`config.mk`:
```
export PLATFORM = sky130hd
export DESIGN_NAME = spmmio_sdcard_spi
export DESIGN_NICKNAME = d
export VERILOG_FILES = /design/src/rtl/spmmio_sdcard_spi.sv
export SDC_FILE = /design/constraint.sdc
export NUM_CORES = 1
export LEC_CHECK = 0
export CAP_MARGIN = 20
export CELL_PAD_IN_SITES_DETAIL_PLACEMENT = 0
export CELL_PAD_IN_SITES_GLOBAL_PLACEMENT = 2
export CORE_UTILIZATION = 36
export CTS_BUF_LIST = sky130_fd_sc_hd__clkbuf_8
export DETAILED_ROUTE_END_ITERATION = 12
export GPL_TIMING_DRIVEN = 0
export HOLD_SLACK_MARGIN = 0.03
export MAX_ROUTING_LAYER = met4
export PLACE_DENSITY = 0.85
export RECOVER_POWER = 50
export SETUP_SLACK_MARGIN = 0.2
export SYNTH_ARGS = -nofsm -noshare
export SYNTH_HDL_FRONTEND = slang
export SYNTH_SLANG_ARGS = --single-unit
```
`constraint.sdc`:
```
create_clock -name clk -period 3.9 [get_ports clk]
set_clock_uncertainty 0.1 [all_clocks]
set_input_delay 0.78 -clock clk [delete_from_list [all_inputs] [get_ports clk]]
set_output_delay 0.78 -clock clk [all_outputs]
set_load 0.1 [all_outputs]
```
`src/rtl/spmmio_sdcard_spi.sv`:
```
// spmmio_sdcard_spi: byte-wide SPI (mode 0, MSB first) master for the SD card pins.
// Sends one byte per start pulse on MOSI, captures MISO, and returns the received byte.
// It also owns chip select and the SCK divider.
// Optional feature: define SDCARD_SPI_CRC16_EN to build the running CRC-16-CCITT over
// the MOSI or MISO bit stream. Without it, crc is tied to zero.
//
// Handshake: start is a single-cycle request. It is accepted only while busy=0, and that
// includes the done cycle, so bytes can run back to back. A start seen while busy=1 is
// dropped. done pulses for exactly one clk, and rx_data is valid from that cycle on.
module spmmio_sdcard_spi #(
  parameter int          DIV_WIDTH = 8,
  parameter logic [15:0] CRC_INIT  = 16'h0000
) (
  input  logic                 clk,
  input  logic                 reset,
  input  logic [DIV_WIDTH-1:0] div,
  input  logic                 cs_assert,
  input  logic                 start,
  input  logic [7:0]           tx_data,
  output logic                 busy,
  output logic                 done,
  output logic [7:0]           rx_data,
  input  logic                 crc_clear,
  input  logic                 crc_dir,
  output logic [15:0]          crc,
  output logic                 sdcard_cs,
  output logic                 sdcard_sck,
  output logic                 sdcard_mosi,
  input  logic                 sdcard_miso,
  output logic [1:0]           state_dbg
);

  typedef enum logic [1:0] {
    IDLE = 2'd0,
    LOW  = 2'd1,
    HIGH = 2'd2
  } state_t;

  state_t               state_q, state_d;
  logic [DIV_WIDTH-1:0] cnt_q, cnt_d;
  logic [DIV_WIDTH-1:0] div_q, div_d;
  logic [DIV_WIDTH-1:0] div_eff_in;
  logic [2:0]           bitcnt_q, bitcnt_d;
  logic [7:0]           sr_q, sr_d;
  logic [7:0]           rx_q, rx_d;
  logic                 sck_q, sck_d;
  logic                 mosi_q, mosi_d;
  logic                 busy_q, busy_d;
  logic                 done_q, done_d;
  logic                 cs_q;
  logic                 miso_meta, miso_s;
  logic                 bit_evt;

  // Half-period below 3 clk is too short for the 2-flop MISO path, so clamp it.
  assign div_eff_in = (div < DIV_WIDTH'(2)) ? DIV_WIDTH'(2) : div;

  // Chip select follows cs_assert with one register stage, even while a byte is in flight.
  always_ff @(posedge clk or negedge reset) begin
    if (!reset) cs_q <= 1'b1;
    else        cs_q <= ~cs_assert;
  end

  // Two-flop synchronizer for the asynchronous MISO pin. It idles high like the bus.
  always_ff @(posedge clk or negedge reset) begin
    if (!reset) begin
      miso_meta <= 1'b1;
      miso_s    <= 1'b1;
    end else begin
      miso_meta <= sdcard_miso;
      miso_s    <= miso_meta;
    end
  end

  // Next-state logic. Each SCK phase lasts div_eff+1 clk. The bit is sampled, and the shift
  // and CRC step happen, on the last cycle of the high phase.
  always_comb begin
    state_d  = state_q;
    cnt_d    = cnt_q;
    div_d    = div_q;
    bitcnt_d = bitcnt_q;
    sr_d     = sr_q;
    rx_d     = rx_q;
    sck_d    = sck_q;
    mosi_d   = mosi_q;
    busy_d   = busy_q;
    done_d   = 1'b0;
    bit_evt  = 1'b0;
    case (state_q)
      IDLE: begin
        sck_d  = 1'b0;
        mosi_d = 1'b1;
        if (start) begin
          div_d    = div_eff_in;
          sr_d     = tx_data;
          bitcnt_d = 3'd7;
          cnt_d    = div_eff_in;
          mosi_d   = tx_data[7];
          busy_d   = 1'b1;
          state_d  = LOW;
        end
      end
      LOW: begin
        sck_d = 1'b0;
        if (cnt_q == '0) begin
          state_d = HIGH;
          sck_d   = 1'b1;
          cnt_d   = div_q;
        end else begin
          cnt_d = cnt_q - DIV_WIDTH'(1);
        end
      end
      HIGH: begin
        sck_d = 1'b1;
        if (cnt_q != '0) begin
          cnt_d = cnt_q - DIV_WIDTH'(1);
        end else begin
          bit_evt = 1'b1;
          sr_d    = {sr_q[6:0], miso_s};
          sck_d   = 1'b0;
          if (bitcnt_q == 3'd0) begin
            state_d = IDLE;
            busy_d  = 1'b0;
            done_d  = 1'b1;
            rx_d    = {sr_q[6:0], miso_s};
            mosi_d  = 1'b1;
          end else begin
            bitcnt_d = bitcnt_q - 3'd1;
            mosi_d   = sr_q[6];
            cnt_d    = div_q;
            state_d  = LOW;
          end
        end
      end
      default: begin
        state_d = IDLE;
        sck_d   = 1'b0;
        mosi_d  = 1'b1;
        busy_d  = 1'b0;
      end
    endcase
  end

  // Engine state register. An asynchronous reset aborts any byte in flight without a done pulse.
  always_ff @(posedge clk or negedge reset) begin
    if (!reset) begin
      state_q  <= IDLE;
      cnt_q    <= '0;
      div_q    <= DIV_WIDTH'(2);
      bitcnt_q <= 3'd0;
      sr_q     <= 8'h00;
      rx_q     <= 8'h00;
      sck_q    <= 1'b0;
      mosi_q   <= 1'b1;
      busy_q   <= 1'b0;
      done_q   <= 1'b0;
    end else begin
      state_q  <= state_d;
      cnt_q    <= cnt_d;
      div_q    <= div_d;
      bitcnt_q <= bitcnt_d;
      sr_q     <= sr_d;
      rx_q     <= rx_d;
      sck_q    <= sck_d;
      mosi_q   <= mosi_d;
      busy_q   <= busy_d;
      done_q   <= done_d;
    end
  end

`ifdef SDCARD_SPI_CRC16_EN
  logic [15:0] crc_q;
  logic        crc_bit;

  // While busy, sr_q[7] always holds the bit currently being driven on MOSI.
  assign crc_bit = crc_dir ? miso_s : sr_q[7];

  // CRC-16-CCITT, MSB first, one step per bit. A clear request wins over a step in the same cycle.
  always_ff @(posedge clk or negedge reset) begin
    if (!reset)
      crc_q <= CRC_INIT;
    else if (crc_clear)
      crc_q <= CRC_INIT;
    else if (bit_evt)
      crc_q <= {crc_q[14:0], 1'b0} ^ ((crc_q[15] ^ crc_bit) ? 16'h1021 : 16'h0000);
  end

  assign crc = crc_q;
`else
  logic unused_crc;
  assign unused_crc = ^{crc_clear, crc_dir, CRC_INIT, sr_q[7], bit_evt};
  assign crc        = 16'h0000;
`endif

  assign busy        = busy_q;
  assign done        = done_q;
  assign rx_data     = rx_q;
  assign sdcard_cs   = cs_q;
  assign sdcard_sck  = sck_q;
  assign sdcard_mosi = mosi_q;
  assign state_dbg   = state_q;

endmodule

```
==> flow_metrics.env <==
export IMPL_status="complete, but fails checks"
export IMPL_violations="max-capacitance violations, max-slew violations"
export IMPL_drt_first_pass_iters=4
export IMPL_slew_headroom_pct=-4.126
export IMPL_power_leakage_nw=1.365
export IMPL_worst_pin_slew_ns=1.562
export IMPL_start_util_pct=38.14
export IMPL_die_x_um=85.19
export IMPL_gp_congestion=0.7709
export IMPL_vias_per_cell=5.090
export IMPL_core_area_um2=6531
export IMPL_arrival_ns=3.06
export IMPL_fin_ws_ns=0.8938
export IMPL_p_clk_share_pct=19.4
export IMPL_tns_ns=0
export IMPL_row_count=29
export IMPL_post_drt_wl_per_cell_um=15.39
export IMPL_grt_pass1_vias=1844
export IMPL_synthToLayoutAreaGrowth_pct=25.57
export IMPL_p_sw_mw=0.9198
export IMPL_rsz0062_at_grt="false"
export IMPL_cts_root_buffer="clkbuf_8"
export IMPL_cp_num_buf_inv=3
export IMPL_synth_seq_cells=43
export IMPL_synthCells=232
export IMPL_end_kind="flip-flop"
export IMPL_cts_sinks=43
export IMPL_nets=321
export IMPL_cts_tree="built"
export IMPL_drt_wl_total_um=5664
export IMPL_track_usage_pct=17.71
export IMPL_die_area_um2=7256
export IMPL_grt_max_degree=30
export IMPL_slowest_stage="dlygate4sd3_1"
export IMPL_path_clk_slew_ns=0.09
export IMPL_numCtsBuffers=5
export IMPL_netlist_area_um2=2491
export IMPL_ys_warn_count=0
export IMPL_antennaDiodeCount=0
export IMPL_ioPinCount=54
export IMPL_dp_slack_ns=0.6437
export IMPL_final_hold_violation_count=0
export IMPL_timing_final_crit_share_pct=77.08
export IMPL_overflow=0
export IMPL_slew_violations=30
export IMPL_cp_data_required_time_ns=3.95
export IMPL_max_cap_violations=1
export IMPL_antenna_left=0
export IMPL_synth_edf_count=0
export IMPL_internal_power_mw=1.269
export IMPL_vias=1873
export IMPL_power_density_nw_per_um2=699.8
export IMPL_fp_dieH_um=85.19
export IMPL_clockBufferDepth=2
export IMPL_synth_area_leaders="dfrtp_1, mux2_2, buf_4"
export IMPL_async_flop_share_pct=100.0
export IMPL_numPortBuffers=35
export IMPL_yosysTopAreaCellShare_pct=38.17
export IMPL_path_max_fanout=9
export IMPL_timing_critical_path_cells="dlygate4sd3_1 -> and2b_1 -> buf_4 -> nor2_1 -> and2_1 -> clkbuf_1 -> a31oi_1"
export IMPL_hpwl_um=4066
export IMPL_synth_avg_cell_area_um2=10.74
export IMPL_cts_resized=0
export IMPL_h_tree_depth=2
export IMPL_fin_crit_ns=3.006
export IMPL_p_comb_share_pct=46.8
export IMPL_cpPeakStageDelay_ns=0.60
export IMPL_clock_fmax_mhz=332.6
export IMPL_synth_flop_cell="dfrtp_1"
export IMPL_drc=0
export IMPL_p_sw_share_pct=42.02
export IMPL_worstSkewPairLatency_ns=0.30
export IMPL_path_delay_family="buffers and inverters"
export IMPL_power_frac_seq_pct=33.8
export IMPL_post_route_util_pct=47.89
export IMPL_timing_worst_setup_path_type="primary input to flip-flop"
export IMPL_finalSetupViolations=0
export IMPL_first_iter_violations=127
export IMPL_critPathLaunchType="primary input"
export IMPL_synth_cell_types=52
export IMPL_grt_pass1_wl_um=9646
export IMPL_layout_drive_gt1_share_pct=25.77
export IMPL_hp_class="flip-flop to flip-flop"
export IMPL_cts_hold_buf=0
export IMPL_cts_setup_buffers=0
export IMPL_ys_seq_area_share_pct=43.45
export IMPL_synth_top_area_cell="dfrtp_1"
export IMPL_antenna_found_initial=0
export IMPL_irDropWorstVdd_mv=0.2845
[metrics by stage]
stage / cell area, µm² / hold slack [ns] / power [mW] / instances
finish: 3128 / 0.2694 / 2.189 / 368
global route: 3128 / 0.2782 / 2.336 / 368
CTS: 3146 / 0.2715 / 2.208 / 368
detailed placement: 3009 / 0.2573 / 1.777 / 360
global placement: 2994 / 0.2455 / 1.770 / 359
floorplan: 2547 / 0.2452 / 1.529 / 247
[metal layers]
metal	wire (µm)	part of all wire (%)	global-route usage [%]
met3	235	4.1	3.794
met1	2742	48	24.80
met2	2631	46	26.25
met4	55	0.97	4.160
met5	0	0	-
[worst paths after layout]
check                             startpoint            to  slack, ns  cells after the start
worst max-delay path                   start      cnt_q[3]       0.89                      7
worst min-delay path               miso_meta        miso_s       0.27                      0
worst max register to register  state_dbg[0]      cnt_q[3]       1.15                      9
worst min register to register     miso_meta        miso_s       0.27                      0
max in group asynchronous              reset      cnt_q[4]       1.32                      2
min in group asynchronous              reset  state_dbg[0]       0.46                      1
[layout by cell type, fill, tap and decap left out, types with 3 or more instances in the layout]
cell type	netlist	final
dfrtp_1	38	38
clkdlybuf4s50_1	0	31
mux2_2	30	30
buf_4	18	18
conb_1	1	16
a21oi_1	14	14
inv_1	11	11
nand2b_1	10	10
nand2_1	9	9
o21ai_0	9	9
clkbuf_1	6	8
nor2_1	8	8
ha_1	8	8
a31oi_1	7	7
nor3_1	5	5
clkbuf_8	0	5
dfstp_2	5	5
or4_1	3	3
nand4_1	3	3
o211ai_1	3	3
a211oi_1	3	3
o31ai_1	3	3
xnor2_1	3	3
dlygate4sd3_1	0	3
[state kept, by name (all words and copies together), names as in the netlist, 2 cells and up]
| signal | count |
|---|---|
| bitcnt_q | 3 |
| cnt_q | 8 |
| div_q | 8 |
| rx_data | 8 |
| sr_q | 7 |
| state_dbg | 2 |
[Yosys cell counts (all sizes together) (2+ instances only)]
library cell,instances
nor3,5
nor2,9
o31ai,3
clkbuf,6
xnor2,3
buf,21
nor3b,3
nand2b,10
dfrtp,38
or3,2
o21ai,9
nand2,10
dfstp,5
ha,8
a2bb2oi,2
mux2,30
a211oi,4
a31oi,7
a211o,2
a21oi,14
inv,11
nand4,4
or4,3
o211ai,3
[power by group through the flow]
| stage | Combinational (mW) | Clock (mW) | Sequential [mW] |
|---|---|---|---|
| 4_1_cts | 1.03 | 0.435 | 0.738 |
| 2_1_floorplan | 0.682 | 0 | 0.847 |
| 6_report | 1.03 | 0.424 | 0.740 |
| 3_3_place_gp | 1.03 | 0 | 0.744 |
| 3_5_place_dp | 1.03 | 0 | 0.747 |
| 5_1_grt | 1.12 | 0.455 | 0.759 |
[area by class of cell]
cell class                      instances  area (µm²)
Sequential cell                        43        1082
Inverter                               11       41.29
Buffer                                 27       185.2
Timing Repair Buffer                   36       347.8
Clock inverter                          3       67.56
Tap cell                               77       96.34
Fill cell                             616        3403
Multi-Input combinational cell        166        1239
Clock buffer                            5       68.82
[cells by family after synthesis]
| group | Yosys count | synth area share [%] |
|---|---|---|
| flip-flops | 43 | 43.45 |
| other | 1 | 0.1505 |
| multiplexers | 31 | 13.96 |
| buffers and inverters | 38 | 9.091 |
| AND/OR/NAND/NOR | 56 | 14.06 |
| AO/OA/AOI/OAI | 52 | 14.21 |
| adder cells (fa/ha/maj) | 8 | 4.018 |
| XOR/XNOR | 3 | 1.055 |
Note: power is estimated with default switching activity, not from simulation.
